[config.mk]
export PLATFORM = sky130hd
export DESIGN_NAME = ks_data_path_param
export DESIGN_NICKNAME = d
export VERILOG_FILES = /design/src/rtl/ks_data_path_param.sv
export SDC_FILE = /design/constraint.sdc
export NUM_CORES = 1
export LEC_CHECK = 0
export CORE_MARGIN = 1.5
export CORE_UTILIZATION = 45
export DETAILED_ROUTE_END_ITERATION = 10
export HOLD_SLACK_MARGIN = 0.12
export PLACE_DENSITY = 0.6
export SLEW_MARGIN = 10
export SYNTH_ARGS = -nofsm -noshare
export SYNTH_HDL_FRONTEND = slang
export SYNTH_SLANG_ARGS = --single-unit
[constraint.sdc]
create_clock -name clk -period 15.2 [get_ports clk]
set_input_delay 1.52 -clock clk [delete_from_list [all_inputs] [get_ports clk]]
set_output_delay 1.52 -clock clk [all_outputs]
set_load 0.02 [all_outputs]
[src/rtl/ks_data_path_param.sv]
// K-and-S datapath, parametrised on data width, RAM address width and
// register count. Holds PC, IR, register file and flags; the control unit
// sequences it through the enable/select strobes.

package k_and_s_pkg;
    typedef enum logic [3:0] {
        I_NOP, I_LOAD, I_STORE, I_MOVE,
        I_ADD, I_SUB, I_AND, I_OR,
        I_BRANCH, I_BZERO, I_BNEG, I_BOV,
        I_BNOV, I_BNNEG, I_BNZERO, I_HALT
    } decoded_instruction_type;
endpackage

module ks_data_path_param
    import k_and_s_pkg::*;
#(
    parameter int DATA_W = 16,
    parameter int ADDR_W = 5,
    parameter int NREGS  = 4
) (
    input  logic                    clk,
    input  logic                    rst_n,
    input  logic                    branch,
    input  logic                    pc_enable,
    input  logic                    ir_enable,
    input  logic                    addr_sel,
    input  logic                    c_sel,
    input  logic [1:0]              operation,
    input  logic                    write_reg_enable,
    input  logic                    flags_reg_enable,
    input  logic [DATA_W-1:0]       data_in,
    output decoded_instruction_type decoded_instruction,
    output logic                    zero_op,
    output logic                    neg_op,
    output logic                    unsigned_overflow,
    output logic                    signed_overflow,
    output logic [ADDR_W-1:0]       ram_addr,
    output logic [DATA_W-1:0]       data_out
);

    localparam int RA = $clog2(NREGS);

    logic [ADDR_W-1:0]             pc;
    logic [DATA_W-1:0]             ir;
    logic [NREGS-1:0][DATA_W-1:0]  regs;
    logic [7:0]                    opcode;
    logic [RA-1:0]                 a_addr, b_addr, c_addr;
    logic [ADDR_W-1:0]             mem_addr;
    logic [DATA_W-1:0]             bus_a, bus_b, bus_c, alu_out;
    logic [DATA_W:0]               sum, diff;
    logic                          alu_cy, alu_sov;

    // IR bits outside the opcode and operand fields are don't-care; fold
    // them into one sink so the whole register reads as consumed.
    logic unused_ir;
    assign unused_ir = ^ir;

    assign opcode = ir[DATA_W-1:DATA_W-8];

    // Combinational decode of the held instruction into enum, selects and address.
    always_comb begin
        decoded_instruction = I_NOP;
        a_addr   = '0;
        b_addr   = '0;
        c_addr   = '0;
        mem_addr = '0;
        case (opcode)
            8'h81: begin
                decoded_instruction = I_LOAD;
                c_addr   = ir[ADDR_W+RA-1:ADDR_W];
                mem_addr = ir[ADDR_W-1:0];
            end
            8'h82: begin
                decoded_instruction = I_STORE;
                a_addr   = ir[ADDR_W+RA-1:ADDR_W];
                mem_addr = ir[ADDR_W-1:0];
            end
            8'h91: begin
                decoded_instruction = I_MOVE;
                c_addr = ir[2*RA-1:RA];
                a_addr = ir[RA-1:0];
                b_addr = ir[RA-1:0];
            end
            8'hA1, 8'hA2, 8'hA3, 8'hA4: begin
                case (opcode[2:0])
                    3'd1:    decoded_instruction = I_ADD;
                    3'd2:    decoded_instruction = I_SUB;
                    3'd3:    decoded_instruction = I_AND;
                    default: decoded_instruction = I_OR;
                endcase
                a_addr = ir[RA-1:0];
                b_addr = ir[2*RA-1:RA];
                c_addr = ir[3*RA-1:2*RA];
            end
            8'h01: begin decoded_instruction = I_BRANCH; mem_addr = ir[ADDR_W-1:0]; end
            8'h02: begin decoded_instruction = I_BZERO;  mem_addr = ir[ADDR_W-1:0]; end
            8'h03: begin decoded_instruction = I_BNEG;   mem_addr = ir[ADDR_W-1:0]; end
            8'h05: begin decoded_instruction = I_BOV;    mem_addr = ir[ADDR_W-1:0]; end
            8'h06: begin decoded_instruction = I_BNOV;   mem_addr = ir[ADDR_W-1:0]; end
            8'h0A: begin decoded_instruction = I_BNNEG;  mem_addr = ir[ADDR_W-1:0]; end
            8'h0B: begin decoded_instruction = I_BNZERO; mem_addr = ir[ADDR_W-1:0]; end
            8'hFF: decoded_instruction = I_HALT;
            default: ;
        endcase
    end

    assign bus_a    = regs[a_addr];
    assign bus_b    = regs[b_addr];
    assign sum      = {1'b0, bus_a} + {1'b0, bus_b};
    // Extra top bit of the zero-extended difference is the borrow (a < b).
    assign diff     = {1'b0, bus_a} - {1'b0, bus_b};
    assign bus_c    = c_sel ? alu_out : data_in;
    assign ram_addr = addr_sel ? mem_addr : pc;
    assign data_out = bus_a;

    // ALU result, carry/borrow and signed overflow for the selected op.
    always_comb begin
        alu_out = bus_a | bus_b;
        alu_cy  = 1'b0;
        alu_sov = 1'b0;
        case (operation)
            2'b01: begin
                alu_out = sum[DATA_W-1:0];
                alu_cy  = sum[DATA_W];
                alu_sov = (bus_a[DATA_W-1] == bus_b[DATA_W-1]) &&
                          (sum[DATA_W-1] != bus_a[DATA_W-1]);
            end
            2'b10: begin
                alu_out = diff[DATA_W-1:0];
                alu_cy  = diff[DATA_W];
                alu_sov = (bus_a[DATA_W-1] != bus_b[DATA_W-1]) &&
                          (diff[DATA_W-1] != bus_a[DATA_W-1]);
            end
            2'b11: alu_out = bus_a & bus_b;
            default: ;
        endcase
    end

    // Program counter: branch target or increment, wrapping at 2^ADDR_W.
    always_ff @(posedge clk or negedge rst_n) begin
        if (!rst_n)         pc <= '0;
        else if (pc_enable) pc <= branch ? mem_addr : pc + 1'b1;
    end

    // Instruction register.
    always_ff @(posedge clk or negedge rst_n) begin
        if (!rst_n)         ir <= '0;
        else if (ir_enable) ir <= data_in;
    end

    // Register file write port; reads above see the pre-edge contents.
    always_ff @(posedge clk or negedge rst_n) begin
        if (!rst_n)                regs <= '0;
        else if (write_reg_enable) regs[c_addr] <= bus_c;
    end

    // Flags load together from the same ALU result that a write would use.
    always_ff @(posedge clk or negedge rst_n) begin
        if (!rst_n) begin
            zero_op           <= 1'b0;
            neg_op            <= 1'b0;
            unsigned_overflow <= 1'b0;
            signed_overflow   <= 1'b0;
        end else if (flags_reg_enable) begin
            zero_op           <= (alu_out == '0);
            neg_op            <= alu_out[DATA_W-1];
            unsigned_overflow <= alu_cy;
            signed_overflow   <= alu_sov;
        end
    end

endmodule

Yosys cells after proc, flatten, opt, wreduce, memory -nomap -nowiden:

Index checks and enable logic that the tools add are counted.

* register bits after elaboration: 89
* bits in latches: 0
* RAM bits: 0
* bits in read-only memories: 0
* input bits: 27
* logic and storage cells: 70
* memories: 0

* add/subtract/negate cells: 3
* multipliers: 0
* divide/modulo/power cells: 0
* magnitude comparators: 4
* eq/ne operators: 25
* shift operators: 0
* multiplexer cells: 19
* bitwise logic cells: 2
* reduce and logical (&&, ||, !) cells: 7

Operators by type and width (count)
* $bmux 16 s2: 2
* $bwmux 64: 1
* $eq 8x8->1 const B: 8
* $mux 16: 4
* $pmux 16 s3: 1
* $pmux 4 s12: 1
* $demux 16 s2: 1
* $add 16x16->17: 1
* $sub 16x16->17: 1
* $and 16x16->16: 1
* $eq 8x2->1 const B: 2
* $eq 8x3->1 const B: 2
* $eq 8x4->1 const B: 2
* $logic_not 16->1: 1
* $or 16x16->16: 1
* $mux 5: 3
* $pmux 2 s3: 2
* $lt 2x3->1 const B: 3
* $reduce_or 9->1: 1
* $eq 8x1->1 const B: 1
* $pmux 2 s2: 2
* $eq 3x2->1 const B: 2
* $add 5x1->5 const B: 1
* $reduce_or 5->1: 1
* 9 further kinds: 15

Logic depth before layout (Yosys ltp):

Gate-level depths: netlist (run 1).

* depth after elaboration: 9
* mapped depth: 22

Least setup slack after synthesis (run 1):

No wires, ideal clock.

* kind: reg-to-reg
* from: register ir[11]
* to: register regs[41] (netlist name)
* library setup time: 125 ps
* data arrival time: 4765 ps
* slack: 10311 ps
* stages on the path, launching flop included: 21
* path buffers: 3
* period minus slack after synthesis: 4889 ps
* cell sequence: dfrtp_1 buf_2 nor3b_2 inv_1 nor4_4 a22o_1 clkbuf_1 buf_2 mux2i_1 mux2i_1 inv_1 ha_1 o21ba_2 or4_4 a21oi_2 nor2_1 a211o_1 a221oi_1 o22ai_1 mux2_2 mux2_2

* longest elaborated chain between the ends: 9
* elaborated cells on any way between the ends: 28
* classes of those cells: 2 x add/sub; 2 x order compare; 7 x eq/ne; 12 x mux; 2 x bitwise; 3 x reduce/logical

RTL lines
* start: declaration: line 44 `logic [DATA_W-1:0] ir;`
* start signal: assignment: line 148 `else if (ir_enable) ir <= data_in;`
* $eq 8x8->1: line 67 `case (opcode)`
* $reduce_or 5->1 (no line) or $reduce_or 4->1 (tied branches)
* $pmux 2 s2: line 67
* $bmux 16 s2 (on tied branches): line 107, 108
* $mux 16 (on tied branches): line 107, 108
* $sub 16x16->17, or another cell as far along: line 111 `assign diff = {1'b0, bus_a} - {1'b0, bus_b};`
* $pmux 16 s3: line 121 `case (operation)`
* $mux 16: line 112 `assign bus_c = c_sel ? alu_out : data_in;`
* $bwmux 64 *: line 154 `else if (write_reg_enable) regs[c_addr] <= bus_c;`
* end signal: indexed assignment: line 154
* end: declaration: line 45 `logic [NREGS-1:0][DATA_W-1:0] regs;`

Mark *: on every way between the ends. The rest lies on a longest branch, timed or not. The select of a mux whose other input is x is not followed.
A chain may end at the register's enable or synchronous reset.

Worst setup path after layout (run 1):

* from: register ir[9]
* to: register zero_op

* longest elaborated chain between the ends: 8
* elaborated cells on any way between the ends: 20
* classes of those cells: 2 x add/sub; 6 x eq/ne; 7 x mux; 2 x bitwise; 3 x reduce/logical

RTL lines
* $eq 8x8->1: line 67
* $reduce_or 5->1 (no line) or $reduce_or 4->1 (tied branches)
* $pmux 2 s2: line 67
* $bmux 16 s2 (on tied branches): line 107, 108
* $mux 16 (on tied branches): line 107, 108
* $sub 16x16->17, or another cell as far along: line 111
* $pmux 16 s3 *: line 121
* $logic_not 16->1 *: line 165 `zero_op <= (alu_out == '0);`
* end signal: assignment: line 165
* end: declaration: line 33 `output logic zero_op,`

Marks and branches as above.

==> flow_metrics.tcl, run 1 <==
set metrics [dict create \
    synth_ff_type "dfrtp_1" \
    antenna_found_initial 0 \
    drv_cap 0 \
    clkPwrFrac_pct 16.2 \
    post-route-util_pct 52.2 \
    comb_power_share_pct 58.2 \
    globalRouteMet3Util_pct 4.24 \
    netlist_area_um2 7450 \
    hp-class "register to register" \
    cts_resized 0 \
    gr-usage-met1_pct 34.7 \
    dp_hpwl_um 15900 \
    fin_crit_sh_pct 42.1 \
    grt_busiest_layer "met2" \
    p_int_uw 723 \
    synthTopCellsByArea "dfrtp_1 (30%), mux2i_1 (13%), ha_1 (9.4%), mux2_2 (7.9%), a21oi_1 (6.5%)" \
    dieHeight_um 132 \
    hold_viol_final 0 \
    regArea_um2 2200 \
    viasPerCell 5.95 \
    skew_ns 0.00870 \
    htreeDepth 3 \
    dieArea_um2 17300 \
    cts_hold_buf 0 \
    outcome "finished, final reports clean" \
    num_antenna_cells 0 \
    yosysTopAreaCell "dfrtp_1" \
    slew_violations 0 \
    yosysTopAreaCellShare_pct 29.5 \
    r2r-start "ir[9]" \
    multi_input_area_um2 4810 \
    drt_iter0_drc 487 \
    ys_seq_area_share_pct 29.5 \
    die_w_um 132 \
    synthArstFlopShare_pct 100 \
    clock_latency_ns 0.35 \
    p_seq_share_pct 25.6 \
    row_count 46 \
    fill_cells 1472 \
    synth_edf_count 0 \
    instances_no_fill 1069 \
    slew_headroom_pct 20.3 \
    leakagePower_uw 0.00348 \
    whs_ns 0.487 \
    fmax_mhz 156 \
    io_buffers 55 \
    gp_congestion 0.892 \
    syn_nets 909 \
    cts_buffers 9 \
    grt_pass1_wl_um 34100 \
    numClockSinks 88 \
    fin_setup_tns_ns 0 \
    cts_max_path_buffers 2 \
    swShare_pct 45.4 \
    drive_above_1_share_pct 11.8 \
    hold_path_startpoint "unsigned_overflow" \
    vdd.ir_drop.worst_mv 0.0660 \
    drt_wl_total_um 21600 \
    synth_cells 824 \
    yosysWarnings 0 \
    vias 6359 \
    nets 933 \
    p_sw_uw 601 \
    worstPathArrival_ns 6.69 \
    placedCellCount 1053 \
    cts_tree "built" \
    grt_max_degree 51 \
    required_ns 15.49 \
    core_um2 16100 \
    syn2layout_area_growth_pct 12.4 \
    grt_pass1_vias 6191 \
    use_met2_pct 39.4 \
    rsz0062_at_grt "no" \
    yosysUniqueCellTypes 77 \
    startpoint_type "register" \
    crit_path_start "ir[9]" \
    crit_fanout 32 \
    pin_count 56 \
    grt_util_all_layers_pct 25.1 \
    worst_pin_slew_ns 1.20 \
    post_cts_buffers 0 \
    fin_crit_ns 6.40 \
    crit_type "register to register" \
    drc 0 \
    avgSynthCellArea_um2 9.05 \
    finalSetupViolations 0 \
    clockRootBuffer "clkbuf_16" \
    avgRoutedWirePerCell_um 20.2 \
    ant_nets 0 \
    start_util_pct 46.4 \
    crit_path_end_kind "register" \
    drtPass1Iterations 5 \
    yosys_register_bits 88 \
    grt_overflow_total 0 \
    powerDensity_nw_per_um2 158 \
    clk_pin_slew_ns 0.07 \
]
[path summary, 6_finish.rpt]
path                                endpoint  slack [ns]  cells after the start
max                                  zero_op        8.80                     17
max reg2reg                          zero_op        8.80                     17
min reg2reg                unsigned_overflow        0.49                      1
min in group asynchronous           regs[22]        1.14                      1
max in group asynchronous           regs[36]       12.99                      2
min                        unsigned_overflow        0.49                      1
[state kept, by name, indices dropped and copies added, names as in the netlist]
signal and cells:
signed_overflow 1, pc 5, zero_op 1, unsigned_overflow 1
neg_op 1, ir 15, regs 64
[critical path: stages (launching register included)]
cell and delay [ns]:
dfrtp_1 0.62, nor2_1 0.11, xor2_1 0.16, nor3_1 0.61, a22o_2 0.98, mux2i_1 0.18, mux2i_1 0.31, inv_1 0.13
ha_1 0.61, inv_1 0.18, a2111oi_2 0.44, nand2_1 0.09, a211oi_1 0.49, nor3_1 0.14, o41a_1 0.49, or2_0 0.25
a2111oi_2 0.30, a32o_2 0.23
[cells in the final DEF (no fill, tap or decap), types with 6 or more instances in the layout]
cell / instances
nor2_1: 87
mux2_2: 52
nand2_1: 29
nand3_1: 15
buf_4: 8
or3_1: 6
mux2i_1: 94
clkbuf_16: 9
ha_1: 56
a21oi_1: 97
xor2_1: 6
o21ai_0: 22
a21o_1: 8
dfrtp_1: 88
xnor2_1: 15
nor2b_1: 6
a221oi_1: 6
clkdlybuf4s50_1: 54
nand2b_1: 8
nor3_1: 9
inv_1: 55
[cells by family after synthesis]
| logic type | synth area share, % |
|---|---|
| adder cells (fa/ha/maj) | 9.94 |
| XOR/XNOR | 2.47 |
| flip-flops | 29.5 |
| AO/OA/AOI/OAI | 19.1 |
| buffers and inverters | 5.98 |
| multiplexers | 20.5 |
| AND/OR/NAND/NOR | 12.5 |
[routing by layer]
layer	up-vias	part of all wire [%]
met2	201	46
li1	3000	-
met5	-	0
met4	0	2.7
met1	3123	47
met3	35	4.7
[cell type report]
type | count | share of cell area, %
multi-input cells | 632 | 57.5
flip-flops and latches | 88 | 26.3
repair buffers | 62 | 7.17
well taps | 216 | 3.23
clock buffers | 10 | 2.85
inverters | 55 | 2.47
clock inverters | 6 | 0.508
[cells in the mapped netlist, drive strengths merged, types with 6 or more instances]
cell type,instances
a21oi,99
mux2i,94
nor2,91
dfrtp,88
ha,56
inv,55
mux2,52
nand2,29
buf,26
clkbuf,23
o21ai,23
nand3,15
xnor2,15
nor3,9
a21o,8
nand2b,8
a221oi,7
or3,7
a22o,6
a31oi,6
nor2b,6
xor2,6
[power groups by stage]
stage          sequential [uW]  clock, uW  combinational, uW
6_report                   339        214                771
2_1_floorplan              329          0                566
5_1_grt                    346        228                841
3_3_place_gp               338          0                742
4_1_cts                    337        221                757
3_5_place_dp               342          0                752
[stage by stage]
stage | total power, uW | setup WS (ns) | area [um^2]
after floorplan | 895 | 10.31 | 7450
after global placement | 1080 | 9.06 | 8090
after detailed placement | 1090 | 8.89 | 8090
after CTS | 1320 | 8.88 | 8370
after global routing | 1420 | 8.24 | 8370
final | 1320 | 8.80 | 8370
(Power assumes the default switching activity.)
==> run 2, diff against run 1 <==
Clock period 15.2 ns to 6.6 ns, I/O delays scaled along.
==> flow_metrics.tcl, run 2 (synthesis results as in run 1) <==
set metrics [dict create \
    slew_violations 0 \
    drv_cap 0 \
    dp_hpwl_um 16900 \
    reg2reg_slack_ns 0.74 \
    gp_congestion 0.934 \
    ant_nets 0 \
    met2_length_um 10500 \
    dieHeight_um 132 \
    clock_latency_ns 0.35 \
    drc 0 \
    grt_util_all_layers_pct 25.7 \
    vias 6401 \
    crit_type "register to register" \
    worstPathArrival_ns 6.09 \
    hp-class "input pin to asynchronous set/reset pin" \
    crit_fanout 19 \
    preCtsSetupSlack_ns 0.756 \
    met3_length_um 900 \
    drive_above_1_share_pct 12.6 \
    io_buffers 55 \
    layout_common_cells "a21oi_1 (97), mux2i_1 (94), dfrtp_1 (88), nor2_1 (87), ha_1 (56)" \
    cts_tree "built" \
    reg2reg_to "regs[47]" \
    viasPerCell 5.95 \
    antenna_found_initial 1 \
    top_register "regs" \
    clockRootBuffer "clkbuf_16" \
    grt_pass1_vias 6275 \
    final_common_cell "a21oi_1" \
    hold_viol_final 0 \
    die_w_um 132 \
    dieArea_um2 17300 \
    grt_max_degree 64 \
    rsz0062_at_grt "no" \
    slew_headroom_pct 23.9 \
    drt_iter0_drc 429 \
    grt_pass1_wl_um 35000 \
    highest_layer "met4" \
    syn2layout_area_growth_pct 13.3 \
    clk_pin_slew_ns 0.07 \
    worst_pin_slew_ns 1.14 \
    fin_setup_tns_ns 0 \
    fin_crit_ns 5.86 \
    vdd.ir_drop.worst_mv 0.178 \
    leakagePower_uw 0.00353 \
    crit_path_end_kind "register" \
    cts_max_path_buffers 2 \
    fin_ws_ns 0.740 \
    outcome "finished, final reports clean" \
    cts_resized 0 \
    finalSetupViolations 0 \
    fin_crit_sh_pct 88.8 \
    nets 941 \
    drtPass1Iterations 5 \
    powerDensity_nw_per_um2 364 \
    r2r-start "ir[9]" \
    row_count 46 \
    pin_count 56 \
    cts_buffers 9 \
    core_um2 16100 \
    numClockSinks 88 \
    start_util_pct 46.4 \
    startpoint_type "register" \
    num_antenna_cells 0 \
    wl_met1_um 10100 \
    fmax_mhz 171 \
    rr_worst_depth 17 \
    required_ns 6.83 \
    htreeDepth 3 \
    post-route-util_pct 52.6 \
    avgRoutedWirePerCell_um 20.5 \
    reg_top3 "regs x64, ir x15, pc x5" \
    skew_ns 0.00833 \
    post_cts_buffers 0 \
    drt_wl_total_um 22100 \
    totalPowerFinal_uw 3070 \
    largest_reg_flops 64 \
    cts_hold_buf 0 \
    grt_overflow_total 0 \
]
[run 2: through the flow]
| step | area [um^2] | cells | hold WS [ns] |
|---|---|---|---|
| global placement | 8150 | 1061 | 0.477 |
| floorplan | 7450 | 824 | 0.364 |
| CTS | 8450 | 1076 | 0.227 |
| finish | 8450 | 1076 | 0.219 |
| global route | 8450 | 1076 | 0.241 |
| detailed placement | 8150 | 1061 | 0.484 |
[run 2: how the worst max path moves through the flow]
stage / startpoint / to / slack [ns] / cells after the start
final: ir[9] / regs[47] / 0.74 / 17
after floorplan: ir[11] / regs[41] / 1.71 / 20
after global placement: ir[9] / regs[14] / 0.92 / 19
after detailed placement: ir[9] / regs[47] / 0.76 / 17
after CTS: ir[9] / regs[47] / 0.73 / 17
after global routing: ir[9] / zero_op / 0.23 / 18
[run 2: worst max-delay path, stage by stage (launching register included)]
cell	delay, ns
dfrtp_1	0.54
nor3b_2	0.38
inv_1	0.14
nor4_4	0.42
or2_1	0.18
a22o_2	0.56
buf_4	0.37
mux2i_1	0.11
mux2_2	0.28
ha_1	0.57
inv_1	0.18
a2111oi_2	0.41
nand2_1	0.10
a211oi_1	0.34
nor3_1	0.12
o41a_1	0.42
mux2_2	0.31
mux2_2	0.28
[run 2: metal layers]
| metal | global-route usage (%) | vias up |
|---|---|---|
| li1 | - | 3015 |
| met1 | 34.2 | 3149 |
| met2 | 42.2 | 191 |
| met4 | 9.75 | 0 |
| met3 | 3.67 | 46 |
| met5 | 0 | - |
[run 2: report_power, final]
part | switching [uW] | internal [uW]
Combinational | 1050 | 735
Clock | 221 | 293
Sequential | 111 | 667
[run 2: cell type report]
class	instances	area (um^2)
Fill cell	1457	7610
Multi-Input combinational cell	632	4810
Sequential cell	88	2200
Timing Repair Buffer	70	661
Tap cell	216	270
Clock buffer	9	225
Inverter	55	206
Clock inverter	6	68.8
==> RTL edit, RTL diff (flow settings as in run 2) <==
The parameter `ADDR_W` goes from 5 to 4.
--- a/src/rtl/ks_data_path_param.sv
+++ b/src/rtl/ks_data_path_param.sv
@@ -15,7 +15,7 @@
     import k_and_s_pkg::*;
 #(
     parameter int DATA_W = 16,
-    parameter int ADDR_W = 5,
+    parameter int ADDR_W = 4,
     parameter int NREGS  = 4
 ) (
     input  logic                    clk,
Interface: changed (resized ram_addr); port bits go from 56 to 55. The function was not compared with the original's and may differ.
==> RTL edit against run 2 <==
  * Hold slack better by 0.28 ns
  * Final area decreased by 0.80%
  * Wire length fell by 7.7%
  * Sequential share of layout area is 0.39 points lower
  * Count of clock-buffer cells in the layout up 4
  * Area after synthesis fell by 2.7%
  * Total power decreased by 4.2%
  * Largest cell class unchanged
  * Sequential cell count fell by 2
  * Setup slack lost 0.33 ns
  * Largest power group unchanged
  * Critical endpoint is now zero_op
==> RTL edit: results (changes against run 2) <==
[critical_path]
r2r_cells=19  ; +2
critPathTopFamily=simple AND/OR/NAND/NOR gates
crit_end=zero_op
cp.arrival_ns=6.43  ; +0.34 ns
path_max_fanout=14  ; -5
cp-startpoint=ir[8]
rrSetupSlack_ns=0.41  ; -0.33 ns
cp_slowest_cell=nor4_1
slowest_delay_ns=0.62  ; +0.05 ns

[synthesis]
postSynthAreaPerCell_um2=8.93  ; -1.2%
synthAdderAreaFrac_pct=10.2  ; +0.27 points
synthTopCellsByCount=mux2i_1, dfrtp_1, a21oi_1
synth-compound-area-share_pct=17.7  ; -1.4 points
synth.area.mux_share_pct=20.9  ; +0.46 points
synth-xor-area-share_pct=2.17  ; -0.29 points
yosys-top-cells-area=dfrtp_1, mux2i_1, ha_1

[power_and_ir_drop]
power_frac_comb_pct=56.1  ; -1.9 points
switching_share_pct=43.1  ; -1.8 points
clk-power_uw=570  ; +11%
comb-power_mw=1.65  ; -7%
irDropWorstVdd_v=0.000148  ; -17%

[sta]
skew_ns=0.00773  ; -0.000598 ns
max_freq_mhz=162  ; -5.3%
tightest_slew_ns=1.14  ; +0.00394 ns

[placement]
placed_cells=1048  ; -1.2%
pre_cts_ws_ns=0.285  ; -0.471 ns
port_buffers=54  ; -1.8%
placed_area_um2=7970  ; -2.2%
detailed_place_hpwl_um=15100  ; -11%

[global_route]
track_usage_pct=24.3  ; -1.4 points
grt_max_degree=87  ; +36%
antenna_found_initial=0  ; -1
grt_pass1_vias=5900  ; -6.0%
met2_usage_pct=42.4  ; +0.17 points
gr-usage-met3_pct=3.65  ; -0.016 points
use_met1_pct=31.0  ; -3.2 points

[routing]
drt_iter0_drc=428  ; -0.23%
wl_per_cell_um=19.1  ; -7.2%
wl_met3_um=550  ; -39%
dr.pass1.iters=7  ; +2
dr_total_vias=6153  ; -3.9%
wl_met1_um=9220  ; -8.8%

[worst_hold_path]
hp-class=primary input to async pin

[outcome]
status=completed

[cells_and_area]
reg_top3=regs x64, ir x14, pc x4
drive_above_1_share_pct=11.2  ; -1.3 points
fillers=1480  ; +1.6%
fin_nets=934  ; -0.74%

[cts]
root_buffer=clkbuf_16

## RTL edit: cell types whose count changed in the layout (fill, tap and decap cells not counted), sizes merged, moves of 6 or more
cell,run 2,this run
mux2,52,46
mux2i,94,100
nor2,91,55
a21oi,99,63
o21ai,23,56
nand2,29,59
## RTL edit: area by class of cell
| type | instances | share of cell area (%) |
|---|---|---|
| multi-input combinational | 618 | 56.1 |
| sequential | 86 | 25.7 |
| timing repair buffer | 73 | 8.27 |
| clock buffer | 13 | 3.23 |
| tap | 216 | 3.23 |
| inverter | 61 | 2.73 |
| clock inverter | 3 | 0.776 |
## RTL edit: logic make-up after synthesis
| family | Yosys count |
|---|---|
| AO/OA/AOI/OAI | 200 |
| AND/OR/NAND/NOR | 196 |
| multiplexers | 146 |
| buffers and inverters | 108 |
| flip-flops | 86 |
| adder cells (fa/ha/maj) | 58 |
| XOR/XNOR | 18 |
